$ cat src/rtl/sobel_pkg.sv
// Shared constants for the Sobel pipeline: pattern selects and the
// video_stream_gen FSM state type.
package sobel_pkg;

  localparam logic [1:0] PAT_RAMP    = 2'd0;
  localparam logic [1:0] PAT_CHECKER = 2'd1;
  localparam logic [1:0] PAT_FLAT    = 2'd2;
  localparam logic [1:0] PAT_BORDER  = 2'd3;

  typedef enum logic [1:0] {
    VSG_IDLE,
    VSG_RUN,
    VSG_DRAIN
  } vsg_state_t;

endpackage

$ cat src/rtl/video_timing_cnt.sv
// Raster h/v counters with sync/de decode and line/frame-end strobes.
// Counters advance only while 'advance' is high; otherwise they hold.
module video_timing_cnt #(
  parameter int H_ACTIVE = 640,
  parameter int H_FP     = 16,
  parameter int H_SYNC   = 96,
  parameter int H_BP     = 48,
  parameter int V_ACTIVE = 480,
  parameter int V_FP     = 10,
  parameter int V_SYNC   = 2,
  parameter int V_BP     = 33,
  parameter int HW       = $clog2(H_ACTIVE + H_FP + H_SYNC + H_BP),
  parameter int VW       = $clog2(V_ACTIVE + V_FP + V_SYNC + V_BP)
) (
  input  logic          clk,
  input  logic          rst,
  input  logic          advance,
  output logic [HW-1:0] h,
  output logic [VW-1:0] v,
  output logic          hs_act,
  output logic          vs_act,
  output logic          de_act,
  output logic          line_end,
  output logic          frame_end,
  output logic          at_origin
);

  localparam int H_TOTAL = H_ACTIVE + H_FP + H_SYNC + H_BP;
  localparam int V_TOTAL = V_ACTIVE + V_FP + V_SYNC + V_BP;

  // Strobes and region decode from the current count
  always_comb begin
    line_end  = (int'(h) == H_TOTAL - 1);
    frame_end = line_end && (int'(v) == V_TOTAL - 1);
    at_origin = (h == '0) && (v == '0);
    hs_act    = (int'(h) >= H_ACTIVE + H_FP) && (int'(h) < H_ACTIVE + H_FP + H_SYNC);
    vs_act    = (int'(v) >= V_ACTIVE + V_FP) && (int'(v) < V_ACTIVE + V_FP + V_SYNC);
    de_act    = (int'(h) < H_ACTIVE) && (int'(v) < V_ACTIVE);
  end

  // h wraps each line and carries into v; v wraps each frame
  always_ff @(posedge clk) begin
    if (rst) begin
      h <= '0;
      v <= '0;
    end else if (advance) begin
      if (line_end) begin
        h <= '0;
        v <= frame_end ? '0 : v + 1'b1;
      end else begin
        h <= h + 1'b1;
      end
    end
  end

endmodule

$ cat src/rtl/video_stream_gen.sv
// Raster timing and grayscale test-pattern source.
// Optional build macro VSG_FRAME_CNT_EN adds the frame_cnt port and makes
// the ramp/checker patterns move by one grey level per frame.
module video_stream_gen
  import sobel_pkg::*;
#(
  parameter int   H_ACTIVE = 640,
  parameter int   H_FP     = 16,
  parameter int   H_SYNC   = 96,
  parameter int   H_BP     = 48,
  parameter int   V_ACTIVE = 480,
  parameter int   V_FP     = 10,
  parameter int   V_SYNC   = 2,
  parameter int   V_BP     = 33,
  parameter logic HS_POL   = 1'b1,
  parameter logic VS_POL   = 1'b1
) (
  input  logic       clk,
  input  logic       rst,
  input  logic       en,
  input  logic [1:0] pattern_sel,
  output logic [7:0] pixel_out,
  output logic       hsync,
  output logic       vsync,
  output logic       de,
  output logic       frame_start,
  output logic       line_start
`ifdef VSG_FRAME_CNT_EN
  ,
  output logic [7:0] frame_cnt
`endif
);

  localparam int H_TOTAL = H_ACTIVE + H_FP + H_SYNC + H_BP;
  localparam int V_TOTAL = V_ACTIVE + V_FP + V_SYNC + V_BP;
  localparam int HW      = $clog2(H_TOTAL);
  localparam int VW      = $clog2(V_TOTAL);

  vsg_state_t    state_q, state_d;
  logic          active;
  logic [HW-1:0] h;
  logic [VW-1:0] v;
  logic          hs_act, vs_act, de_act, line_end, frame_end, at_origin;
  logic [1:0]    pat_q, pat_cur;
  logic [7:0]    line_base;
  logic [7:0]    moving;
  logic [7:0]    pix;
  logic          x_b3, y_b3, on_border;

  video_timing_cnt #(
    .H_ACTIVE(H_ACTIVE), .H_FP(H_FP), .H_SYNC(H_SYNC), .H_BP(H_BP),
    .V_ACTIVE(V_ACTIVE), .V_FP(V_FP), .V_SYNC(V_SYNC), .V_BP(V_BP),
    .HW(HW), .VW(VW)
  ) u_timing (
    .clk(clk), .rst(rst), .advance(active),
    .h(h), .v(v),
    .hs_act(hs_act), .vs_act(vs_act), .de_act(de_act),
    .line_end(line_end), .frame_end(frame_end), .at_origin(at_origin)
  );

  // FSM state register
  always_ff @(posedge clk) begin
    if (rst) state_q <= VSG_IDLE;
    else     state_q <= state_d;
  end

  // FSM next state: a stop request only lands on the frame boundary
  always_comb begin
    state_d = state_q;
    case (state_q)
      VSG_IDLE:  if (en) state_d = VSG_RUN;
      VSG_RUN:   if (!en) state_d = VSG_DRAIN;
      VSG_DRAIN: begin
        if (en)             state_d = VSG_RUN;
        else if (frame_end) state_d = VSG_IDLE;
      end
      default:   state_d = VSG_IDLE;
    endcase
  end

  // FSM outputs: counters and pins run in every state but IDLE
  always_comb begin
    active = (state_q != VSG_IDLE);
  end

  // Pattern select is taken live at the origin so the first pixel of a
  // frame already uses it, then held in pat_q for the rest of the frame
  always_comb begin
    pat_cur = at_origin ? pattern_sel : pat_q;
  end

  // Latch the pattern select at the frame origin
  always_ff @(posedge clk) begin
    if (rst)            pat_q <= PAT_RAMP;
    else if (at_origin) pat_q <= pattern_sel;
  end

  // Ramp line base: y*H_ACTIVE mod 256 built by accumulation
  always_ff @(posedge clk) begin
    if (rst) begin
      line_base <= '0;
    end else if (active) begin
      if (frame_end)     line_base <= '0;
      else if (line_end) line_base <= line_base + 8'(H_ACTIVE);
    end
  end

`ifdef VSG_FRAME_CNT_EN
  // Completed-frame counter, wraps naturally at 255
  always_ff @(posedge clk) begin
    if (rst)                      frame_cnt <= '0;
    else if (active && frame_end) frame_cnt <= frame_cnt + 8'd1;
  end

  assign moving = frame_cnt;
`else
  assign moving = '0;
`endif

  // Pattern generation from the current count
  always_comb begin
    x_b3      = ((int'(h) / 8) % 2) == 1;
    y_b3      = ((int'(v) / 8) % 2) == 1;
    on_border = (h == '0) || (int'(h) == H_ACTIVE - 1) ||
                (v == '0) || (int'(v) == V_ACTIVE - 1);
    pix = '0;
    case (pat_cur)
      PAT_RAMP:    pix = line_base + 8'(h) + moving;
      PAT_CHECKER: pix = ((x_b3 ^ y_b3) ? 8'hFF : 8'h00) + moving;
      PAT_FLAT:    pix = 8'h80;
      PAT_BORDER:  pix = on_border ? 8'hFF : 8'h00;
      default:     pix = '0;
    endcase
  end

  // Output registers: one cycle behind the counters, all pins aligned
  always_ff @(posedge clk) begin
    if (rst || !active) begin
      de          <= 1'b0;
      pixel_out   <= '0;
      hsync       <= ~HS_POL;
      vsync       <= ~VS_POL;
      frame_start <= 1'b0;
      line_start  <= 1'b0;
    end else begin
      de          <= de_act;
      pixel_out   <= de_act ? pix : 8'h00;
      hsync       <= hs_act ? HS_POL : ~HS_POL;
      vsync       <= vs_act ? VS_POL : ~VS_POL;
      frame_start <= at_origin;
      line_start  <= (h == '0) && (int'(v) < V_ACTIVE);
    end
  end

endmodule

$ cat config.mk
export PLATFORM = sky130hd
export DESIGN_NAME = video_stream_gen
export DESIGN_NICKNAME = d
export VERILOG_FILES = /design/src/rtl/sobel_pkg.sv /design/src/rtl/video_timing_cnt.sv /design/src/rtl/video_stream_gen.sv
export SDC_FILE = /design/constraint.sdc
export NUM_CORES = 1
export LEC_CHECK = 0
export ABC_AREA = 1
export CAP_MARGIN = 5
export CORE_UTILIZATION = 35
export CTS_CLUSTER_SIZE = 25
export DETAILED_ROUTE_END_ITERATION = 6
export SLEW_MARGIN = 20
export SYNTH_ARGS = -nofsm -noshare
export SYNTH_HDL_FRONTEND = slang
export SYNTH_SLANG_ARGS = --single-unit
export TNS_END_PERCENT = 5
$ cat constraint.sdc
create_clock -name clk -period 1.4 [get_ports clk]
set_clock_uncertainty 0.05 [all_clocks]
set_input_delay 0.28 -clock clk [delete_from_list [all_inputs] [get_ports clk]]
set_output_delay 0.28 -clock clk [all_outputs]
set_load 0.05 [all_outputs]
# Word level (Yosys, flattened, before mapping)
# Index checks and enable logic that the tools add are counted.
# W data, S select, Z words.
# totals
out_inout_bits	13
wordCells	71
ff_bits	45
input_bits	5
# op_classes
n_eq_ne	12
reduce_logical	21
order_cmp	6
n_addsub	4
n_mux	15
n_bitwise	2
# op_table
cell	n
$mux W8	4
$pmux W8 S4	1
$eq A10 B10 Y1 const B	3
$add A10 B1 Y10 const B	2
$logic_not A10 Y1	2
$lt A10 B10 Y1 const B	2
$lt A10 B9 Y1 const B	2
$mux W10	2
$eq A10 B9 Y1 const B	1
$ge A10 B10 Y1 const B	1
$ge A10 B9 Y1 const B	1
$mux W2	5
$add A8 B8 Y8	1
$add A8 B8 Y8 const B	1
$eq A2 B2 Y1 const B	3
$logic_and A1 B1 Y1	6
$pmux W2 S3	1
$eq A2 B1 Y1 const B	2
$logic_not A2 Y1	2
$logic_or A1 B1 Y1	4
$ne A2 B2 Y1 const B	2
$reduce_and A2 Y1	2
$reduce_bool A2 Y1	2
$ne A3 B2 Y1 const B	1
6 further kinds	7

# Depth between registers and ports, before layout
# Gate-level depths: netlist (run 1).
# logic_depth
depth_word	6
ltp_mapped	11
depth_no_buf	11

# Modules after synthesis
# From an unflattened synthesis (run 1), not the netlist that was laid out.
# unflattened
cells_unflattened	315
hier_area_um2	2104.5
# modules_own_cells
mod	seq_area_each_um2	area_each_um2	n_inst	cells_each
video_timing_cnt	400.4	1255.0	1	192
video_stream_gen	360.3	849.6	1	123

# Worst setup path before layout (run 1)
# No wires, ideal clock.
# synth_path
path_kind	reg2reg
start	register u_timing.v[1]
end	register pixel_out[7]
t_arrival_ns	1.325
setup_ns	0.115
path_stages_with_launch	12
n_path_buf	0
synth_period_minus_slack_ns	1.490
path_slack_ns	-0.090
t_required_ns	1.235
cell_sequence	dfxtp_1 > inv_1 > ha_1 > nand3_2 > nor2_4 > nand2_4 > nand2_2 > nand2_4 > nor2_8 > nand2_1 > nand2_1 > nor2_1
# synth_between
elab_chain_cells	5
elab_cells_between_ends	16
cone_classes	1 x order compare; 4 x eq/ne; 3 x mux; 1 x bitwise; 7 x reduce/logical
# synth_lines
element	line	text
from (decl)	video_timing_cnt.sv:19	output logic [VW-1:0] v,
from (signal assigned)	video_timing_cnt.sv:49	v <= frame_end ? '0 : v + 1'b1;
$logic_not A10 Y1	video_timing_cnt.sv:35, video_stream_gen.sv:125	
$logic_and A1 B1 Y1 or $logic_or A1 B1 Y1 (tied branches)	video_timing_cnt.sv:35, video_stream_gen.sv:124	
$mux W2 or $logic_or A1 B1 Y1 (tied branches)	n/a	
$eq A2 B2 Y1 (tied with other cells)	video_stream_gen.sv:127	case (pat_cur)
$pmux W8 S4	video_stream_gen.sv:127	
to (signal assigned)	video_stream_gen.sv:147	pixel_out <= de_act ? pix : 8'h00;
to (decl)	video_stream_gen.sv:22	output logic [7:0] pixel_out,
# Parallel ways exist; a longest one is shown, timed or not.
# A chain may end at the register's enable or synchronous reset.

# Worst setup path after layout (run 1)
# layout_path
start	register u_timing.h[1]
end	register u_timing.v[0]
# layout_between
elab_chain_cells	3
elab_cells_between_ends	4
cone_classes	1 x eq/ne; 1 x mux; 2 x reduce/logical
# layout_lines
element	line	text
from (decl)	video_timing_cnt.sv:18	output logic [HW-1:0] h,
from (signal assigned)	video_timing_cnt.sv:51	h <= h + 1'b1;
$eq A10 B9 Y1 (*)	video_timing_cnt.sv:33	line_end = (int'(h) == H_TOTAL - 1);
$logic_and A1 B1 Y1	video_timing_cnt.sv:34	frame_end = line_end && (int'(v) == V_TOTAL - 1);
$mux W10	video_timing_cnt.sv:49	
# Mark *: on every way between the ends. The rest lies on a longest branch, timed or not.

==> results of run 1 <==
==> kinds of logic (layout without fill, tap and decap cells) <==
| logic type | after synthesis | after routing | share of synthesized area [%] |
|---|---|---|---|
| and+or+nand+nor | 134 | 134 | 36.6 |
| buffers and inverters | 34 | 130 | 7.37 |
| other | 1 | 1 | 0.194 |
| DFF | 38 | 38 | 39.3 |
| xor gates and xnor gates | 11 | 11 | 4.98 |
| AOI/OAI and AO/OA | 30 | 30 | 8.28 |
| adders and majority gates | 5 | 5 | 3.23 |
==> report_power, final <==
group          switching [mW]  internal, mW
Sequential             0.0228          1.11
Clock                   0.402         0.396
Combinational           0.227         0.204
==> sequential cells by signal (all words and copies together) (netlist names) <==
name         cells
de               1
frame_start      1
hsync            1
line_base        1
line_start       1
pat_q            2
pixel_out        8
state_q          2
u_timing.h      10
u_timing.v      10
vsync            1
==> worst max path at each step <==
stage                        startpoint            end  slack [ns]  cells past startpoint
final                     u_timing.h[1]  u_timing.v[0]       -0.15                     10
after global routing      u_timing.h[1]   pixel_out[7]       -0.25                     11
after CTS                 u_timing.h[1]   pixel_out[7]       -0.16                     11
after detailed placement            rst          hsync       -0.32                      4
after global placement              rst          hsync       -0.30                      4
after floorplan           u_timing.v[0]   pixel_out[7]       -0.04                     11
==> metal layers <==
metal / share of wire (%) / GRT usage, % / up-vias
li1: - / - / 1006
met1: 44 / 23.5 / 932
met2: 50 / 31.9 / 41
met3: 4.7 / 3.95 / 7
met4: 1.4 / 7.12 / 0
met5: 0 / 0 / -
==> area by class of cell <==
cell class,instances,area (um2)
fillers,457,2020
multi-input cells,181,1240
repair buffers,91,872
flip-flops and latches,38,774
inverters,31,119
well taps,70,87.6
clock buffers,6,82.6
clock inverters,2,12.5
==> timing repair <==
item / in CTS / in global routing
setup endpoints to repair: 29 / 34
setup buffers: 5 / 7
pin swaps: 11 / 13
resized for setup: 20 / 36
==> metrics by stage <==
| step | std cells | util (%) | power, mW | area (um2) |
|---|---|---|---|---|
| final | 419 | 61.3 | 2.36 | 3190 |
| after global routing | 419 | 61.3 | 2.48 | 3190 |
| after CTS | 412 | 57.9 | 2.35 | 3010 |
| after detailed placement | 399 | 53.9 | 1.51 | 2810 |
| after global placement | 399 | 53.9 | 1.50 | 2810 |
| after floorplan | 253 | - | 1.35 | 1970 |
==> cell usage in the layout (no fill, tap or decap), types with 5 or more instances in the layout <==
| cell type | count |
|---|---|
| a21oi_1 | 16 |
| a21oi_2 | 5 |
| buf_12 | 14 |
| buf_4 | 72 |
| clkbuf_8 | 6 |
| dfxtp_1 | 29 |
| dfxtp_2 | 8 |
| inv_1 | 24 |
| inv_2 | 6 |
| nand2_1 | 38 |
| nand2_4 | 6 |
| nand3_1 | 8 |
| nand3_2 | 6 |
| nor2_1 | 29 |
| nor2_2 | 9 |
| nor2_4 | 8 |
| nor3_1 | 6 |
| xor2_1 | 8 |
==> worst max-delay path: cells and delay by family, from the launching register on <==
kind	cells	cell delay, ns
compound gates	2	0.12
buf+inv	2	0.12
flops	1	0.36
fa+ha+maj	1	0.18
simple gates	5	0.62
==> flow_summary.json, run 1 <==
{
  "ys_ff_latch": 38,
  "yosysMostFrequentCell": "nand2_1",
  "path_max_fanout": 7,
  "clk_pin_slew_ns": 0.08,
  "ios": 18,
  "die_area_mm2": 0.00583,
  "r2r_cells": 10,
  "grt_pass1_wl_um": 8600,
  "synth_top_area_share_pct": 39.3,
  "whs_ns": 0.455,
  "finalWirelength_um": 5190,
  "yosys_warnings": 0,
  "synth_nets": 263,
  "grt_max_degree": 13,
  "leakagePower_nw": 1.36,
  "post_drt_wl_per_cell_um": 12.4,
  "synthDistinctLibCells": 30,
  "cp.required_ns": 1.53,
  "netlist_area_mm2": 0.00193,
  "ant_nets": 0,
  "fmax_ghz": 0.644,
  "grt_use_total_pct": 18.9,
  "reg2reg_slack_ns": -0.15,
  "cts_htree_levels": 2,
  "initial_core_util_pct": 37.2,
  "maxSlewViolCount": 0,
  "peakVddDrop_mv": 0.384,
  "min_period_ns": 1.55,
  "clk_latency_ns": 0.29,
  "endpoint_kind": "flip-flop",
  "cp_cell_sequence": "ha_2, inv_2, nor2_4, nand3_4, nor2_4, inv_2, nand2_4, nand2_8, o21ai_1, a21oi_1",
  "drcViolationCount": 0,
  "rsz0062_at_grt": "true",
  "hold_path.class": "flip-flop to flip-flop",
  "fin_crit_sh_pct": 111,
  "r2r-end": "u_timing.v[0]",
  "numCtsBuffers": 5,
  "synthCells": 253,
  "tns_ns": -3.14,
  "drt-initial-drc-count": 58,
  "cts_hold_buf": 0,
  "vias": 1986,
  "ys_top_cells_by_area": "dfxtp_1, nand2_1, nor2_1",
  "grt_pass1_vias": 1881,
  "numPortBuffers": 17,
  "status": "complete, but fails checks",
  "postLayoutSetupSlackWorst_ns": -0.154,
  "postSynthAreaPerCell_um2": 7.65,
  "die_x_um": 76.3,
  "areaGrowthSynthToFinish_pct": 64.8,
  "violations": "setup timing",
  "cap_viol_max_count": 0,
  "core_area_mm2": 0.00520,
  "whs_path_depth": 1,
  "synth_edf_count": 0,
  "clk_path_buf_depth": 2,
  "insertedDiodeCount": 0,
  "cts.sinks": 38,
  "clockRootBuffer": "clkbuf_8",
  "hold_viol_final": 0,
  "drt_first_pass_iters": 4,
  "post-place-ws_ns": -0.319,
  "gp_congestion": 0.840,
  "worst_setup_path_start_kind": "flip-flop",
  "setup_viol_count_final": 27,
  "power_density_mw_per_mm2": 740,
  "fin_nets": 358,
  "slowest_stage": "dfxtp_2",
  "worstSetupPathType": "flip-flop to flip-flop",
  "drive_gt1_share_pct": 48.1,
  "viasPerCell": 4.74,
  "synth_commonest_cells": "nand2_1, dfxtp_1, nor2_1, inv_1, a21oi_1",
  "worstHoldEndpoint": "line_base[7]",
  "grt_overflow": 0,
  "crit_arrival_ns": 1.69,
  "async_flop_share_pct": 0,
  "antenna_found_initial": 0,
  "r2r_start": "u_timing.h[1]",
  "synth-main-ff-cell": "dfxtp_1",
  "die_y_um": 76.3,
  "rows": 26,
  "cts_tree": "yes",
  "hold_start": "line_base[7]",
  "ys_seq_area_share_pct": 39.3,
  "cp_slowest_stage_delay_ns": 0.36,
  "dp_hpwl_um": 3900,
  "synth.largest_area_cell": "dfxtp_1"
}
(Power assumes the default switching activity.)
==> run 2: changes to the inputs <==
Clock period 1.4 ns to 1.7 ns, I/O delays scaled along.
==> run 2 against run 1 <==
Via count fell by 15%. Flip-flop and latch count unchanged. The flow now finishes without violations. Global-route usage fell by 2.8 points. Highest routed layer unchanged. Largest power group unchanged. Routed wire length is 18% lower. First-iteration DRC count grew to 2.9 times the previous value. Sequential share of layout area rose by 7.8 points. Clock-buffer cell count did not move. Final area shrank 25%. Power decreased by 23%. Critical endpoint is now pixel_out[1].
==> flow_summary.json, run 2 (synthesis results as in run 1) <==
{
  "multi_input_area_mm2": 0.00106,
  "fmax_ghz": 0.634,
  "clk_pin_slew_ns": 0.08,
  "rsz0062_at_grt": "true",
  "initial_core_util_pct": 37.2,
  "viasPerCell": 4.65,
  "numPortBuffers": 17,
  "post-cts-setup-buffer-count": 0,
  "ios": 18,
  "vias": 1680,
  "path_max_fanout": 8,
  "hold_viol_final": 0,
  "grt_overflow": 0,
  "dp_hpwl_um": 3310,
  "die_area_mm2": 0.00583,
  "worst_setup_path_start_kind": "flip-flop",
  "worstSetupPathType": "flip-flop to flip-flop",
  "die_y_um": 76.3,
  "cp.required_ns": 1.88,
  "clk_latency_ns": 0.29,
  "endpoint_kind": "flip-flop",
  "finish.utilization_pct": 46.2,
  "drt-initial-drc-count": 169,
  "mostFrequentLayoutCell": "nand2_1",
  "areaGrowthSynthToFinish_pct": 24.3,
  "crit_arrival_ns": 1.76,
  "status": "finished, final reports clean",
  "grt_use_total_pct": 16.1,
  "gp_congestion": 0.858,
  "grt_max_degree": 13,
  "final_cells": 361,
  "numCtsBuffers": 5,
  "rows": 26,
  "cap_viol_max_count": 0,
  "min_period_ns": 1.58,
  "finalWirelength_um": 4240,
  "dp_cells": 353,
  "cts_tree": "yes",
  "antenna_found_initial": 0,
  "drcViolationCount": 0,
  "hold_path.class": "flip-flop to flip-flop",
  "post_drt_wl_per_cell_um": 11.7,
  "cts_htree_levels": 2,
  "drive_gt1_share_pct": 27.1,
  "regArea_um2": 771,
  "tns_ns": 0,
  "top_regs": "u_timing.h (10), u_timing.v (10), pixel_out (8)",
  "clk_path_buf_depth": 2,
  "cts.sinks": 38,
  "die_x_um": 76.3,
  "postLayoutSetupSlackWorst_ns": 0.122,
  "leakagePower_nw": 1.01,
  "grt_pass1_wl_um": 7340,
  "ant_nets": 0,
  "power_density_mw_per_mm2": 755,
  "maxSlewViolCount": 0,
  "insertedDiodeCount": 0,
  "grt_pass1_vias": 1599,
  "core_area_mm2": 0.00520,
  "setup_viol_count_final": 0,
  "fill_cells": 540,
  "drt_first_pass_iters": 4,
  "peakVddDrop_mv": 0.323,
  "clockRootBuffer": "clkbuf_8",
  "fin_crit_sh_pct": 92.8,
  "post-place-ws_ns": -0.0254,
  "fin_nets": 300,
  "layout_common_cells": "nand2_1, nor2_1, dfxtp_1, inv_1, buf_4"
}
## run 2: changes by cell type in the layout (fill, tap and decap cells not counted), sizes merged
| cell | before | now |
|---|---|---|
| buf | 87 | 29 |
## run 2: path summary, 6_finish.rpt
| kind | start | end | slack, ns | cells after the start |
|---|---|---|---|---|
| hold / removal | line_base[7] | line_base[7] | 0.44 | 1 |
| hold reg to reg | line_base[7] | line_base[7] | 0.44 | 1 |
| setup / recovery | u_timing.v[0] | pixel_out[1] | 0.12 | 10 |
| setup reg to reg | u_timing.v[0] | pixel_out[1] | 0.12 | 10 |
## run 2: per-stage QoR
stage	area (um2)	power [mW]	hold WS, ns
floorplan	1930	1.11	0.367
global placement	2270	1.17	0.429
detailed placement	2270	1.17	0.435
CTS	2360	1.83	0.452
global route	2400	1.92	0.480
finish	2400	1.82	0.443
## run 2: worst max-delay path, cell delays in order (launching register included)
cell and delay [ns]:
dfxtp_1 0.31, inv_1 0.09, ha_2 0.21, nand3_2 0.10
nor2_4 0.16, nand2_4 0.08, nand2_2 0.08, nand2_4 0.08
nor2_8 0.15, nand2_1 0.08, a21oi_2 0.12
## run 2: layout make-up
type | instances | area share [%]
clock buffers | 6 | 3.43
clock inverters | 2 | 0.520
inverters | 31 | 4.84
multi-input cells | 181 | 44.3
flip-flops and latches | 38 | 32.0
well taps | 70 | 3.64
repair buffers | 33 | 11.2
## run 2: what timing repair did
| item | CTS | global route |
|---|---|---|
| hold buffers | 0 | 0 |
| gates resized for setup | 0 | 16 |
| setup endpoints to repair | 0 | 16 |
## run 2: power breakdown
group	leakage [nW]	switching [mW]	internal, mW
clock network	0.0472	0.332	0.326
registers	0.311	0.0131	0.912
logic	0.648	0.149	0.0829
## run 2: routing by layer
layer	global-route usage, %	vias to the layer above	routed length, um
met5	0	-	0
met4	6.35	0	41
met3	4.31	4	212
met2	24.3	40	1860
met1	21.7	746	2120
li1	-	890	-
